<file path="src/rtl/bcd_seg_if.sv">
// Upstream/display bundle for bcd_seg_scanner: packed BCD strobe in, multiplexed segment drive out.
interface bcd_seg_if;
    logic [15:0] bcd;
    logic        bcd_valid;
    logic [3:0]  an;
    logic [6:0]  seg;
    logic        dp;
    logic        frame_done;

    modport master (
        output bcd, bcd_valid,
        input  an, seg, dp, frame_done
    );

    modport slave (
        input  bcd, bcd_valid,
        output an, seg, dp, frame_done
    );
endinterface

</file>
<file path="src/rtl/bcd_seg_scanner.sv">
// Four-digit common-anode 7-segment scanner with tear-free frame-boundary commit of BCD updates.
// Optional: define SEG_BLANK_LEADING_ZEROS_EN to blank leading zero digits (ones digit always shown).
module bcd_seg_scanner #(
    parameter int unsigned REFRESH_DIV = 100000
) (
    input  logic       clk,
    input  logic       rst_n,
    bcd_seg_if.slave   bus
);

    localparam int unsigned TICK_W = (REFRESH_DIV > 1) ? $clog2(REFRESH_DIV) : 1;

    logic [TICK_W-1:0] tick_cnt_q, tick_cnt_d;
    logic [1:0]        idx_q, idx_d;
    logic [15:0]       pend_q, pend_d;
    logic              pend_flag_q, pend_flag_d;
    logic [15:0]       disp_q, disp_d;
    logic [3:0]        an_q, an_d;
    logic [6:0]        seg_q, seg_d;
    logic              frame_done_q, frame_done_d;

    logic              tick_c;
    logic              wrap_c;
    logic [3:0]        digit_c;
    logic [3:0]        blank_c;

    // Active-high {g,f,e,d,c,b,a}; anything above 9 renders as a dash.
    function automatic logic [6:0] seg_decode(input logic [3:0] d);
        logic [6:0] s;
        case (d)
            4'd0:    s = 7'h3F;
            4'd1:    s = 7'h06;
            4'd2:    s = 7'h5B;
            4'd3:    s = 7'h4F;
            4'd4:    s = 7'h66;
            4'd5:    s = 7'h6D;
            4'd6:    s = 7'h7D;
            4'd7:    s = 7'h07;
            4'd8:    s = 7'h7F;
            4'd9:    s = 7'h6F;
            default: s = 7'h40;
        endcase
        return s;
    endfunction

    always_comb begin
        tick_c = (tick_cnt_q == TICK_W'(REFRESH_DIV - 1));
        wrap_c = tick_c && (idx_q == 2'd3);

        case (idx_q)
            2'd0:    digit_c = disp_q[3:0];
            2'd1:    digit_c = disp_q[7:4];
            2'd2:    digit_c = disp_q[11:8];
            default: digit_c = disp_q[15:12];
        endcase

        blank_c = 4'b0000;
`ifdef SEG_BLANK_LEADING_ZEROS_EN
        // Blank from the thousands down until the first nonzero committed digit.
        blank_c[3] = (disp_q[15:12] == 4'd0);
        blank_c[2] = blank_c[3] && (disp_q[11:8] == 4'd0);
        blank_c[1] = blank_c[2] && (disp_q[7:4] == 4'd0);
`endif
    end

    always_comb begin
        tick_cnt_d   = tick_c ? '0 : tick_cnt_q + TICK_W'(1);
        idx_d        = tick_c ? idx_q + 2'd1 : idx_q;
        pend_d       = pend_q;
        pend_flag_d  = pend_flag_q;
        disp_d       = disp_q;
        frame_done_d = wrap_c;

        // A strobe landing on the wrap tick bypasses the pending buffer.
        if (wrap_c) begin
            pend_flag_d = 1'b0;
            if (bus.bcd_valid) begin
                pend_d = bus.bcd;
                disp_d = bus.bcd;
            end else if (pend_flag_q) begin
                disp_d = pend_q;
            end
        end else if (bus.bcd_valid) begin
            pend_d      = bus.bcd;
            pend_flag_d = 1'b1;
        end

        an_d  = ~(4'b0001 << idx_q);
        seg_d = blank_c[idx_q] ? 7'h7F : ~seg_decode(digit_c);
    end

    always_ff @(posedge clk or negedge rst_n) begin
        if (!rst_n) begin
            tick_cnt_q   <= '0;
            idx_q        <= 2'd0;
            pend_q       <= 16'h0000;
            pend_flag_q  <= 1'b0;
            disp_q       <= 16'h0000;
            an_q         <= 4'b1111;
            seg_q        <= 7'h7F;
            frame_done_q <= 1'b0;
        end else begin
            tick_cnt_q   <= tick_cnt_d;
            idx_q        <= idx_d;
            pend_q       <= pend_d;
            pend_flag_q  <= pend_flag_d;
            disp_q       <= disp_d;
            an_q         <= an_d;
            seg_q        <= seg_d;
            frame_done_q <= frame_done_d;
        end
    end

    assign bus.an         = an_q;
    assign bus.seg        = seg_q;
    assign bus.dp         = 1'b1;
    assign bus.frame_done = frame_done_q;

endmodule
</file>
<file path="src/flat_wrapper.sv">
// flat-port wrapper written by rule: the top's interface ports become plain ports
module bcd_seg_scanner_flat 
#(
    parameter int unsigned REFRESH_DIV = 100000
)
  (clk, rst_n, bus_bcd, bus_bcd_valid, bus_an, bus_seg, bus_dp, bus_frame_done);
  bcd_seg_if bus_i ();
  input  logic clk;
  input  logic rst_n;
  input wire logic [$bits(bus_i.bcd)-1:0] bus_bcd;
  input wire logic [$bits(bus_i.bcd_valid)-1:0] bus_bcd_valid;
  output wire logic [$bits(bus_i.an)-1:0] bus_an;
  output wire logic [$bits(bus_i.seg)-1:0] bus_seg;
  output wire logic [$bits(bus_i.dp)-1:0] bus_dp;
  output wire logic [$bits(bus_i.frame_done)-1:0] bus_frame_done;
  assign bus_i.bcd = bus_bcd;
  assign bus_i.bcd_valid = bus_bcd_valid;
  assign bus_an = bus_i.an;
  assign bus_seg = bus_i.seg;
  assign bus_dp = bus_i.dp;
  assign bus_frame_done = bus_i.frame_done;
  bcd_seg_scanner #(.REFRESH_DIV(REFRESH_DIV)) u_core (.clk(clk), .rst_n(rst_n), .bus(bus_i));
endmodule
</file>
<file path="config.mk">
export PLATFORM = sky130hd
export DESIGN_NAME = bcd_seg_scanner_flat
export DESIGN_NICKNAME = d
export VERILOG_FILES = /design/src/rtl/bcd_seg_if.sv /design/src/rtl/bcd_seg_scanner.sv /design/src/flat_wrapper.sv
export SDC_FILE = /design/constraint.sdc
export NUM_CORES = 1
export LEC_CHECK = 0
export ABC_CLOCK_PERIOD_IN_PS = 2700
export BUFFER_PORTS_ARGS = -buffer_cell sky130_fd_sc_hd__buf_2
export CAP_MARGIN = 20
export CORE_MARGIN = 3
export CORE_UTILIZATION = 30
export DETAILED_ROUTE_END_ITERATION = 16
export PLACE_DENSITY_LB_ADDON = 0.25
export SLEW_MARGIN = 10
export SYNTH_ARGS = -nofsm -noshare
export SYNTH_HDL_FRONTEND = slang
export SYNTH_SLANG_ARGS = --single-unit
</file>
<file path="constraint.sdc">
create_clock -name clk -period 2.7 [get_ports clk]
set_input_delay 0.27 -clock clk [delete_from_list [all_inputs] [get_ports clk]]
set_output_delay 0.27 -clock clk [all_outputs]
set_load 0.05 [all_outputs]
</file>
==> results of run 1 <==
power by group through the flow:
| stage | sequential (mW) | combinational (mW) | clock, mW |
|---|---|---|---|
| 3_3_place_gp | 1.00 | 0.0800 | 0 |
| 4_1_cts | 0.988 | 0.0823 | 1.04 |
| 5_1_grt | 0.990 | 0.0899 | 1.08 |
| 2_1_floorplan | 1.00 | 0.0383 | 0 |
| 6_report | 0.988 | 0.0780 | 1.01 |
| 3_5_place_dp | 1.01 | 0.0809 | 0 |
stage by stage:
step / worst slack, ns / std cells / power, mW / hold slack, ns / area (µm²)
after global routing: 0.3416 / 387 / 2.163 / 0.1803 / 3420
after detailed placement: 0.4627 / 370 / 1.087 / 0.3510 / 3157
after global placement: 0.4953 / 370 / 1.085 / 0.3481 / 3157
after floorplan: 0.4168 / 217 / 1.043 / -0.02559 / 2848
after CTS: 0.4580 / 387 / 2.108 / 0.1751 / 3420
final: 0.4838 / 387 / 2.076 / 0.1870 / 3420
path summary, 6_finish.rpt:
path,to,depth (start not counted)
min in group asynchronous,u_core.pend_q[1]$_DFFE_PN0P_,2
max reg2reg,u_core.disp_q[3]$_DFFE_PN0P_,5
min,u_core.pend_q[5]$_DFFE_PN0P_,2
max in group asynchronous,u_core.bus.seg[1]$_DFF_PN1_,3
max,u_core.disp_q[3]$_DFFE_PN0P_,5
min reg2reg,u_core.tick_cnt_q[0]$_DFF_PN0_,1
worst max-delay path: stages (launching register included):
cell	delay (ns)
dfrtp_1	0.43
or4b_1	0.57
nor4_4	0.24
nor3b_4	0.20
buf_4	0.30
mux2_2	0.36
placed cells by master, fill, tap and decap left out, types with 5 or more instances in the layout:
cell	instances
dfrtp_1	53
buf_2	30
mux2_2	23
inv_1	18
nor2_1	11
ha_1	11
dfstp_2	11
a21oi_1	10
mux2_4	10
clkbuf_8	10
xnor2_1	9
nand2_1	6
nand3_1	5
xor2_1	5
mux2i_1	5
layout make-up:
class	count	area (µm²)	area share, %
clock buffer	10	137.6	4.025
clock inverter	6	115.1	3.366
inverter	18	67.56	1.976
multi-input combinational	128	1124	32.86
sequential	64	1615	47.24
tap	126	157.7	4.610
timing repair buffer	35	202.7	5.928
what timing repair did:
item	4_1_cts	5_1_grt
setup endpoints to repair	0	0
endpoints found under the hold margin	25	0
hold buffers	1	0
registers in the layout, indices dropped and copies added (netlist names):
signal / flops
u_core.tick_cnt_q: 17
u_core.pend_q: 16
u_core.pend_flag_q: 1
u_core.idx_q: 2
u_core.bus.frame_done: 1
u_core.bus.seg: 7
u_core.disp_q: 16
u_core.bus.an: 4
metal layers:
layer | global-route usage (%) | share of wire [%]
met5 | 0 | 0
met4 | 3.984 | 1.1
met3 | 3.622 | 4.4
met2 | 15.88 | 47
met1 | 13.47 | 47
cells by family (layout without fill, tap and decap cells):
group	Yosys count	after routing	synth area share, %
multiplexers	38	38	16.12
AND/OR/NAND/NOR	43	43	9.271
XOR/XNOR	14	14	4.306
other	1	1	0.1317
flip-flops	64	64	56.72
buffers and inverters	25	69	3.822
AO/OA/AOI/OAI	21	21	4.789
adder cells (fa/ha/maj)	11	11	4.833
==> results.md, run 1 <==
- Post-synth EDFFs: 0
- Global-route wire length before repair: 8.349 mm
- Net count after synthesis: 247
- Power Density: 607.2 nW/µm²
- Clock buffer depth: 2
- Max-slew violations: 0
- Setup Buffers After CTS: 0
- Initial Util: 31.73%
- Layout area overhead: 20.08%
- Maxcap violations: 0
- Num ports: 32
- Mapped Area: 2848 µm²
- CTS resizes: 0
- List of most frequent post-synthesis cells: dfrtp_1, mux2_2, inv_1
- Fin. Hold Viols: 0
- Post-Route Setup TNS: 0 ns
- Worst endpoint required time: 2.92 ns
- Final-report setup violation count: 0
- Final WL: 4.958 mm
- R2R Setup Slk: 0.48 ns
- Asr flop ratio synth: 100.0%
- Status: completed
- FILL cells: 902
- CTS tree: done
- Crit path DAT: 2.44 ns
- Worst Setup SP: u_core.tick_cnt_q[6]$_DFF_PN0_
- GPL Wtd Cong: 0.7492
- Reg clk slew, reported paths: 0.07 ns
- Cell leakage power: 1.568 nW
- Sink Count: 64
- Logic pwr share: 3.8%
- Util after Layout: 38.10%
- RSZ-0062 raised after global routing: false
- NetSw: 0.4153 mW
- Htree depth: 3
- Via count: 1680
- Pint: 1.661 mW
- # diodes: 0
- Die height: 103.4 µm
- DRC Markers: 0
- Synth area leader: dfrtp_1
- Post-Syn Area per Cell: 13.12 µm²
- Crit-path max FO: 16
- Switching Fraction: 20.00%
- Sequential Power Share: 47.6%
- Input/output buffers: 30
- Root Buffer: clkbuf_8
- Yosys warning count: 0
- Critical Path End Type: flop
- Peak supply drop: 0.3190 mV
- Worst Hold Class: primary input to flop
- Synthesized flop and latch total: 64
- DR vias/cell: 4.341
- Fmax: 451.2 MHz
- Mapped Cells: 217
- Num CTS Buffers: 9
- Nets: 286
- Fin crit share: 82.08%
- Pre-antenna DRT Iters: 4
- Total grt overflow: 0
- Std cell rows: 34
- Unique masters post-synth: 38
- Die Wd: 103.4 µm
- CP startpoint kind: flop
- Post-DRT Antenna Nets: 0
- Antenna violations before repair: 0
- Clk pwr share: 48.7%
- Die footprint: 10700 µm²
- Post-DR wirelength/cell: 12.81 µm
- R2R Path Start: u_core.tick_cnt_q[6]$_DFF_PN0_
- Slew margin rel.: 55.93%
- Share of the synthesized area in the top cell type: 46.57%
- HPWL Detailed: 3.496 mm
- Most frequent cell after synthesis: dfrtp_1
- GRT Overall Usage: 10.36%
- Clk_lat worst skew: 0.33 ns
- Largest net degree at the start of global routing: 37
- Synth top area cells: dfrtp_1, dfstp_2, mux2_2
- Worst-Margin Slew: 0.6610 ns
- Setup Skew: 0.008319 ns
- Vias in the first global route: 1696
- Initial DRC count: 56
- Minimum clock period: 2.216 ns
- Crit path kind: flop to flop
- Sequential-to-total area share from yosys stat: 56.72%
- Core area: 8976 µm²
- Share of layout cells above drive strength 1: 37.55%
- Hold wc startpoint: bus_bcd[5]
- Top FF cell, synth: dfrtp_1
Power figures use the tool's default switching activity.
==> inputs of run 2 (changes only) <==
- ABC_CLOCK_PERIOD_IN_PS: 2700 -> 2000
- clock period: 2.7 -> 2 ns (I/O delays scaled with it)
==> run 2 against run 1 <==
  * The run now ends with setup timing left
  * Die area unchanged
  * Worst hold slack got worse by 0.076 ns
  * Utilization up 2.6 points
  * Sequential share of layout area decreased by 3.1 points
  * Global-route usage grew 0.68 points
  * Highest routed layer unchanged
==> results.md, run 2 (same netlist as run 1, synthesis figures left out) <==
- Crit path DAT: 2.29 ns (was 2.44 ns)
- Top Registers: u_core.tick_cnt_q (17), u_core.disp_q (16), u_core.pend_q (16) (unchanged)
- Fin crit share: 103.7% (was 82.08%)
- Initial Util: 31.73% (unchanged)
- R2R Path Start: u_core.tick_cnt_q[8]$_DFF_PN0_ (was u_core.tick_cnt_q[6]$_DFF_PN0_)
- # diodes: 0 (unchanged)
- Final Power: 2.497 mW (was 2.076 mW)
- Setup Skew: 0.01126 ns (was 0.008319 ns)
- Hold Path Depth: 2 (unchanged)
- Peak supply drop: 0.3398 mV (was 0.3190 mV)
- Cell Count Post-Placement: 395 (was 370)
- R2R Setup Slk: -0.07 ns (was 0.48 ns)
- Final WL: 5.256 mm (was 4.958 mm)
- Fin Hold WS: 0.1107 ns (was 0.1870 ns)
- Fmax: 482.3 MHz (was 451.2 MHz)
- Cell leakage power: 1.692 nW (was 1.568 nW)
- R2R cell count: 5 (unchanged)
- Hold EP: u_core.pend_q[1]$_DFFE_PN0P_ (was u_core.pend_q[5]$_DFFE_PN0P_)
- GPL Wtd Cong: 0.7351 (was 0.7492)
- Vias in the first global route: 1843 (was 1696)
- Die footprint: 10700 µm² (unchanged)
- Status: finished, violations left (was completed)
- Largest Register: u_core.tick_cnt_q (unchanged)
- CP startpoint kind: flop (unchanged)
- Power Density: 682.9 nW/µm² (was 607.2 nW/µm²)
- Worst-Margin Slew: 0.5836 ns (was 0.6610 ns)
- Maxcap violations: 0 (unchanged)
- Crit-path max cell delay: 0.55 ns (was 0.57 ns)
- Post-DR wirelength/cell: 12.67 µm (was 12.81 µm)
- Fin. Hold Viols: 0 (unchanged)
- Clk_lat worst skew: 0.34 ns (was 0.33 ns)
- WL met3: 232 µm (was 220 µm)
- Htree depth: 3 (unchanged)
- HPWL Detailed: 3.671 mm (was 3.496 mm)
- Violated checks: setup timing
- RSZ-0062 raised after global routing: true (was false)
- Uppermost layer routed: met4 (unchanged)
- Commonest cells after routing, fill and taps aside: dfrtp_1, buf_2, buf_4 (was dfrtp_1, buf_2, mux2_2)
- Die Wd: 103.4 µm (unchanged)
- GRT Overall Usage: 11.03% (was 10.36%)
- DR vias/cell: 4.272 (was 4.341)
- Crit path kind: flop to flop (unchanged)
- Layout area overhead: 28.38% (was 20.08%)
- Minimum clock period: 2.073 ns (was 2.216 ns)
- Num CTS Buffers: 9 (unchanged)
- Reg clk slew, reported paths: 0.07 ns (about the same)
- Worst endpoint required time: 2.22 ns (was 2.92 ns)
- Delay-heaviest family, CP: simple AND/OR/NAND/NOR gates (unchanged)
- Largest net degree at the start of global routing: 28 (was 37)
- Initial DRC count: 54 (was 56)
- Nets: 314 (was 286)
- Max FFs per register: 17 (unchanged)
- Pre-antenna DRT Iters: 4 (unchanged)
- Num ports: 32 (unchanged)
- Metal-1 WL: 2.430 mm (was 2.345 mm)
- Util after Layout: 40.73% (was 38.10%)
- Global-route wire length before repair: 8.832 mm (was 8.349 mm)
- Met2 wire length: 2.527 mm (was 2.337 mm)
- DRC Markers: 0 (unchanged)
- Share of layout cells above drive strength 1: 48.44% (was 37.55%)
- Most common cell after layout, fill and taps aside: dfrtp_1 (unchanged)
- Slew margin rel.: 61.09% (was 55.93%)
- Input/output buffers: 30 (unchanged)
- Post-DRT Antenna Nets: 0 (unchanged)
- Final worst slack: -0.07325 ns (was 0.4838 ns)
- Root Buffer: clkbuf_8 (unchanged)
- Crit-path max FO: 16 (unchanged)
- Via count: 1773 (was 1680)
- Critical Path End Type: flop (unchanged)
- Final-report setup violation count: 16 (was 0)
- Post-route insts no fill: 415 (was 387)
- Hold wc startpoint: bus_bcd[1] (was bus_bcd[5])
- CP max-delay cell: or4b_4 (was or4b_1)
- CTS tree: done (unchanged)
- Core area: 8976 µm² (unchanged)
- Worst Hold Class: primary input to flop (unchanged)
- Worst reg2reg path endpoint: u_core.disp_q[4]$_DFFE_PN0P_ (was u_core.disp_q[3]$_DFFE_PN0P_)
- Std cell rows: 34 (unchanged)
- Antenna violations before repair: 0 (unchanged)
- Post-DP Area: 3361 µm² (was 3157 µm²)
- Die height: 103.4 µm (unchanged)
- Crit-path cells: or4b_4 -> nor4_4 -> nor3b_4 -> buf_12 -> mux2_2 (was or4b_1 -> nor4_4 -> nor3b_4 -> buf_4 -> mux2_2)
- Total grt overflow: 0 (unchanged)
- Post-route cell area: 3656 µm² (was 3420 µm²)
- Buffers & Inverters on Critical Path: 1 (unchanged)
- Max-slew violations: 0 (unchanged)
- Sink Count: 64 (unchanged)
- Clock buffer depth: 2 (unchanged)
[run 2: changes by cell type in the layout (fill, tap and decap cells not counted), sizes merged]
cell,delta
inv,-1
bufinv,-2
buf,+28
clkinv,+3
[run 2: per-stage QoR]
step / setup TNS, ns / worst slack (ns)
after floorplan: -3.176 / -0.2460
after global placement: -0.3537 / -0.04472
after detailed placement: -0.7758 / -0.07124
after CTS: -0.8085 / -0.07837
after global routing: -1.489 / -0.1196
final: -0.6848 / -0.07325
[run 2: how the worst max path moves through the flow]
stage	from	to	slack (ns)	cells after the start
after global routing	u_core.tick_cnt_q[8]$_DFF_PN0_	u_core.disp_q[4]$_DFFE_PN0P_	-0.12	5
after CTS	u_core.tick_cnt_q[8]$_DFF_PN0_	u_core.disp_q[4]$_DFFE_PN0P_	-0.08	5
after floorplan	u_core.tick_cnt_q[6]$_DFF_PN0_	u_core.disp_q[0]$_DFFE_PN0P_	-0.25	5
after detailed placement	u_core.tick_cnt_q[8]$_DFF_PN0_	u_core.disp_q[5]$_DFFE_PN0P_	-0.07	5
final	u_core.tick_cnt_q[8]$_DFF_PN0_	u_core.disp_q[4]$_DFFE_PN0P_	-0.07	5
after global placement	u_core.idx_q[0]$_DFFE_PN0N_	u_core.bus.seg[1]$_DFF_PN1_	-0.04	8
[run 2: cell type report]
| type | count | area, µm² |
|---|---|---|
| flip-flops and latches | 64 | 1615 |
| well taps | 126 | 157.7 |
| clock inverters | 6 | 61.31 |
| fillers | 879 | 5320 |
| clock buffers | 10 | 127.6 |
| repair buffers | 63 | 429.2 |
| inverters | 18 | 67.56 |
| multi-input cells | 128 | 1197 |
[run 2: what timing repair did]
item,CTS,global route
gates resized for setup,2,18
setup buffers,2,1
pin swaps,1,5
hold buffers,1,0
hold endpoints to repair,16,0
setup endpoints to repair,20,23
[run 2: layer usage]
layer	track usage, %	vias up
li1	-	874
met1	13.13	867
met2	17.65	26
met3	4.225	6
met4	5.080	0
met5	0	-
[run 2: report_power, final]
group	total [mW]	switching, mW	internal (mW)
Combinational	0.108	0.0580	0.0502
Sequential	1.33	0.00664	1.33
Clock	1.05	0.484	0.571
Total	2.50	0.549	1.95
==> inputs of run 3 (changes only) <==
- BUFFER_PORTS_ARGS: -buffer_cell sky130_fd_sc_hd__buf_2 -> not set
- DONT_BUFFER_PORTS: not set -> 1
- SLEW_MARGIN: 10 -> not set
==> run 3 against run 2 <==
  * The flow still finishes with violations (setup timing)
  * Wire length is 3.4% higher
  * Setup slack worse by 0.013 ns
  * Final area is 0.17% lower
  * Worst hold slack worse by 0.080 ns
  * Via count is 3.8% lower
  * Combinational power is 19% lower
  * Global-route usage is 0.29 points higher
  * First-iteration DRC count is 43% lower
  * Clock skew is 0.0019 ns lower
  * Die area stayed put
  * Non-clock buffer count is 24 lower
==> results.md, run 3 (same netlist as run 1, synthesis figures left out) <==
- Status: finished, violations left (unchanged)
- Htree depth: 3 (unchanged)
- RSZ-0062 raised after global routing: true (unchanged)
- Max-slew violations: 0 (unchanged)
- Worst Setup SP: u_core.tick_cnt_q[12]$_DFF_PN0_ (was u_core.tick_cnt_q[8]$_DFF_PN0_)
- Core area: 8976 µm² (unchanged)
- DRC Markers: 0 (unchanged)
- Hold wc startpoint: bus_bcd[8] (was bus_bcd[1])
- Root Buffer: clkbuf_8 (unchanged)
- Maxcap violations: 0 (unchanged)
- HPWL Detailed: 3.565 mm (was 3.671 mm)
- # diodes: 0 (unchanged)
- Clk_lat worst skew: 0.34 ns (about the same)
- Input/output buffers: 0 (was 30)
- Num ports: 32 (unchanged)
- Via count: 1706 (was 1773)
- Die footprint: 10700 µm² (unchanged)
- Commonest cells after routing, fill and taps aside: dfrtp_1, buf_4, mux2_4 (was dfrtp_1, buf_2, buf_4)
- Setup Skew: 0.009336 ns (was 0.01126 ns)
- Total grt overflow: 0 (unchanged)
- Fin crit share: 104.3% (was 103.7%)
- Pre-antenna DRT Iters: 5 (was 4)
- Num CTS Buffers: 9 (unchanged)
- Vias in the first global route: 1772 (was 1843)
- Global-route wire length before repair: 8.990 mm (was 8.832 mm)
- R2R Path Start: u_core.tick_cnt_q[12]$_DFF_PN0_ (was u_core.tick_cnt_q[8]$_DFF_PN0_)
- Std cell rows: 34 (unchanged)
- Initial DRC count: 31 (was 54)
- Post-DR wirelength/cell: 13.90 µm (was 12.67 µm)
- Max FFs per register: 17 (unchanged)
- DR vias/cell: 4.363 (was 4.272)
- Clock buffer depth: 2 (unchanged)
- Die height: 103.4 µm (unchanged)
- Minimum clock period: 2.086 ns (was 2.073 ns)
- Reg clk slew, reported paths: 0.07 ns (about the same)
- Crit path DAT: 2.31 ns (was 2.29 ns)
- Violated checks: setup timing (unchanged)
- Initial Util: 31.73% (unchanged)
- Crit-path max FO: 8 (was 16)
- Power Density: 733.6 nW/µm² (was 682.9 nW/µm²)
- Post-Route Setup TNS: -1.278 ns (was -0.6848 ns)
- Final-report setup violation count: 16 (unchanged)
- Worst Hold Class: primary input to flop (unchanged)
- Cell Count Post-Placement: 365 (was 395)
- Top Registers: u_core.tick_cnt_q (17), u_core.disp_q (16), u_core.pend_q (16) (unchanged)
- Most common cell after layout, fill and taps aside: dfrtp_1 (unchanged)
- Die Wd: 103.4 µm (unchanged)
- Final WL: 5.433 mm (was 5.256 mm)
- CP startpoint kind: flop (unchanged)
- Cell leakage power: 1.641 nW (was 1.692 nW)
- GPL Wtd Cong: 0.7486 (was 0.7351)
- DP Worst Slack: -0.08654 ns (was -0.07124 ns)
- Post-route insts no fill: 391 (was 415)
- Antenna violations before repair: 0 (unchanged)
- CTS tree: done (unchanged)
- Largest Register: u_core.tick_cnt_q (unchanged)
- Share of layout cells above drive strength 1: 43.40% (was 48.44%)
- Critical Path End Type: flop (unchanged)
- Crit path kind: flop to flop (unchanged)
- Fmax: 479.3 MHz (was 482.3 MHz)
- Nets: 290 (was 314)
- Worst endpoint required time: 2.22 ns (about the same)
- Fin. Hold Viols: 0 (unchanged)
- Post-DRT Antenna Nets: 0 (unchanged)
- GRT Overall Usage: 11.32% (was 11.03%)
- Layout area overhead: 28.16% (was 28.38%)
- Largest net degree at the start of global routing: 65 (was 28)
- Sink Count: 64 (unchanged)
- Peak supply drop: 0.3497 mV (was 0.3398 mV)
- Final worst slack: -0.08636 ns (was -0.07325 ns)
run 3: cell count changes in the layout (fill, tap and decap cells not counted), moves of 2 or more:
cell,change
clkinv_2,-2
mux2_4,+5
clkbuf_8,+2
buf_16,+2
mux2_2,-5
buf_4,+4
buf_2,-30
run 3: layer usage:
| layer | part of all wire, % | track usage (%) | up-vias |
|---|---|---|---|
| met3 | 3.7 | 4.427 | 6 |
| met2 | 48 | 17.55 | 26 |
| met1 | 47 | 14.45 | 845 |
| met5 | 0 | 0 | - |
| met4 | 1.2 | 3.884 | 0 |
| li1 | - | - | 829 |
run 3: through the flow:
| step | util (%) | hold slack [ns] | area [µm²] | total power [mW] |
|---|---|---|---|---|
| final | 40.66 | 0.03060 | 3650 | 2.677 |
| after detailed placement | 35.63 | -0.09314 | 3198 | 1.413 |
| after CTS | 39.42 | 0.01590 | 3538 | 2.718 |
| after global placement | 35.63 | -0.09341 | 3198 | 1.411 |
| after global routing | 40.66 | 0.01100 | 3650 | 2.786 |
| after floorplan | - | -0.09559 | 2851 | 1.407 |
run 3: cell type report:
type	count	area, µm²
repair buffers	39	355.3
flip-flops and latches	64	1615
well taps	126	157.7
clock buffers	13	158.9
inverters	18	67.56
fillers	867	5326
clock inverters	3	65.06
multi-input cells	128	1230
run 3: worst paths after layout:
check,to,slack (ns),cells past startpoint
setup / recovery,u_core.disp_q[15]$_DFFE_PN0P_,-0.09,6
hold / removal,u_core.pend_q[8]$_DFFE_PN0P_,0.03,1
setup reg to reg,u_core.disp_q[15]$_DFFE_PN0P_,-0.09,6
hold reg to reg,u_core.tick_cnt_q[11]$_DFF_PN0_,0.49,1
max in group asynchronous,u_core.bus.an[3]$_DFF_PN1_,1.27,2
min in group asynchronous,u_core.pend_q[13]$_DFFE_PN0P_,0.42,2
run 3: critical path, cell delays in order (launching register included):
cell	delay (ns)
dfrtp_1	0.37
or4b_4	0.55
nor4_4	0.24
nor3b_4	0.23
buf_6	0.15
buf_12	0.14
mux2_4	0.30
run 3: report_power, final:
part / total (mW) / internal [mW] / switching [mW]
logic: 0.0870 / 0.0381 / 0.0489
registers: 1.33 / 1.33 / 0.00694
clock network: 1.26 / 0.770 / 0.487
run 3: repair_timing:
action                     4_1_cts  5_1_grt
hold buffers                     2        0
gates cloned                     1        0
setup endpoints to repair       18       23
pin swaps                        3        5
setup buffers                    3        4
gates resized for setup          9       20
hold endpoints to repair        64        0
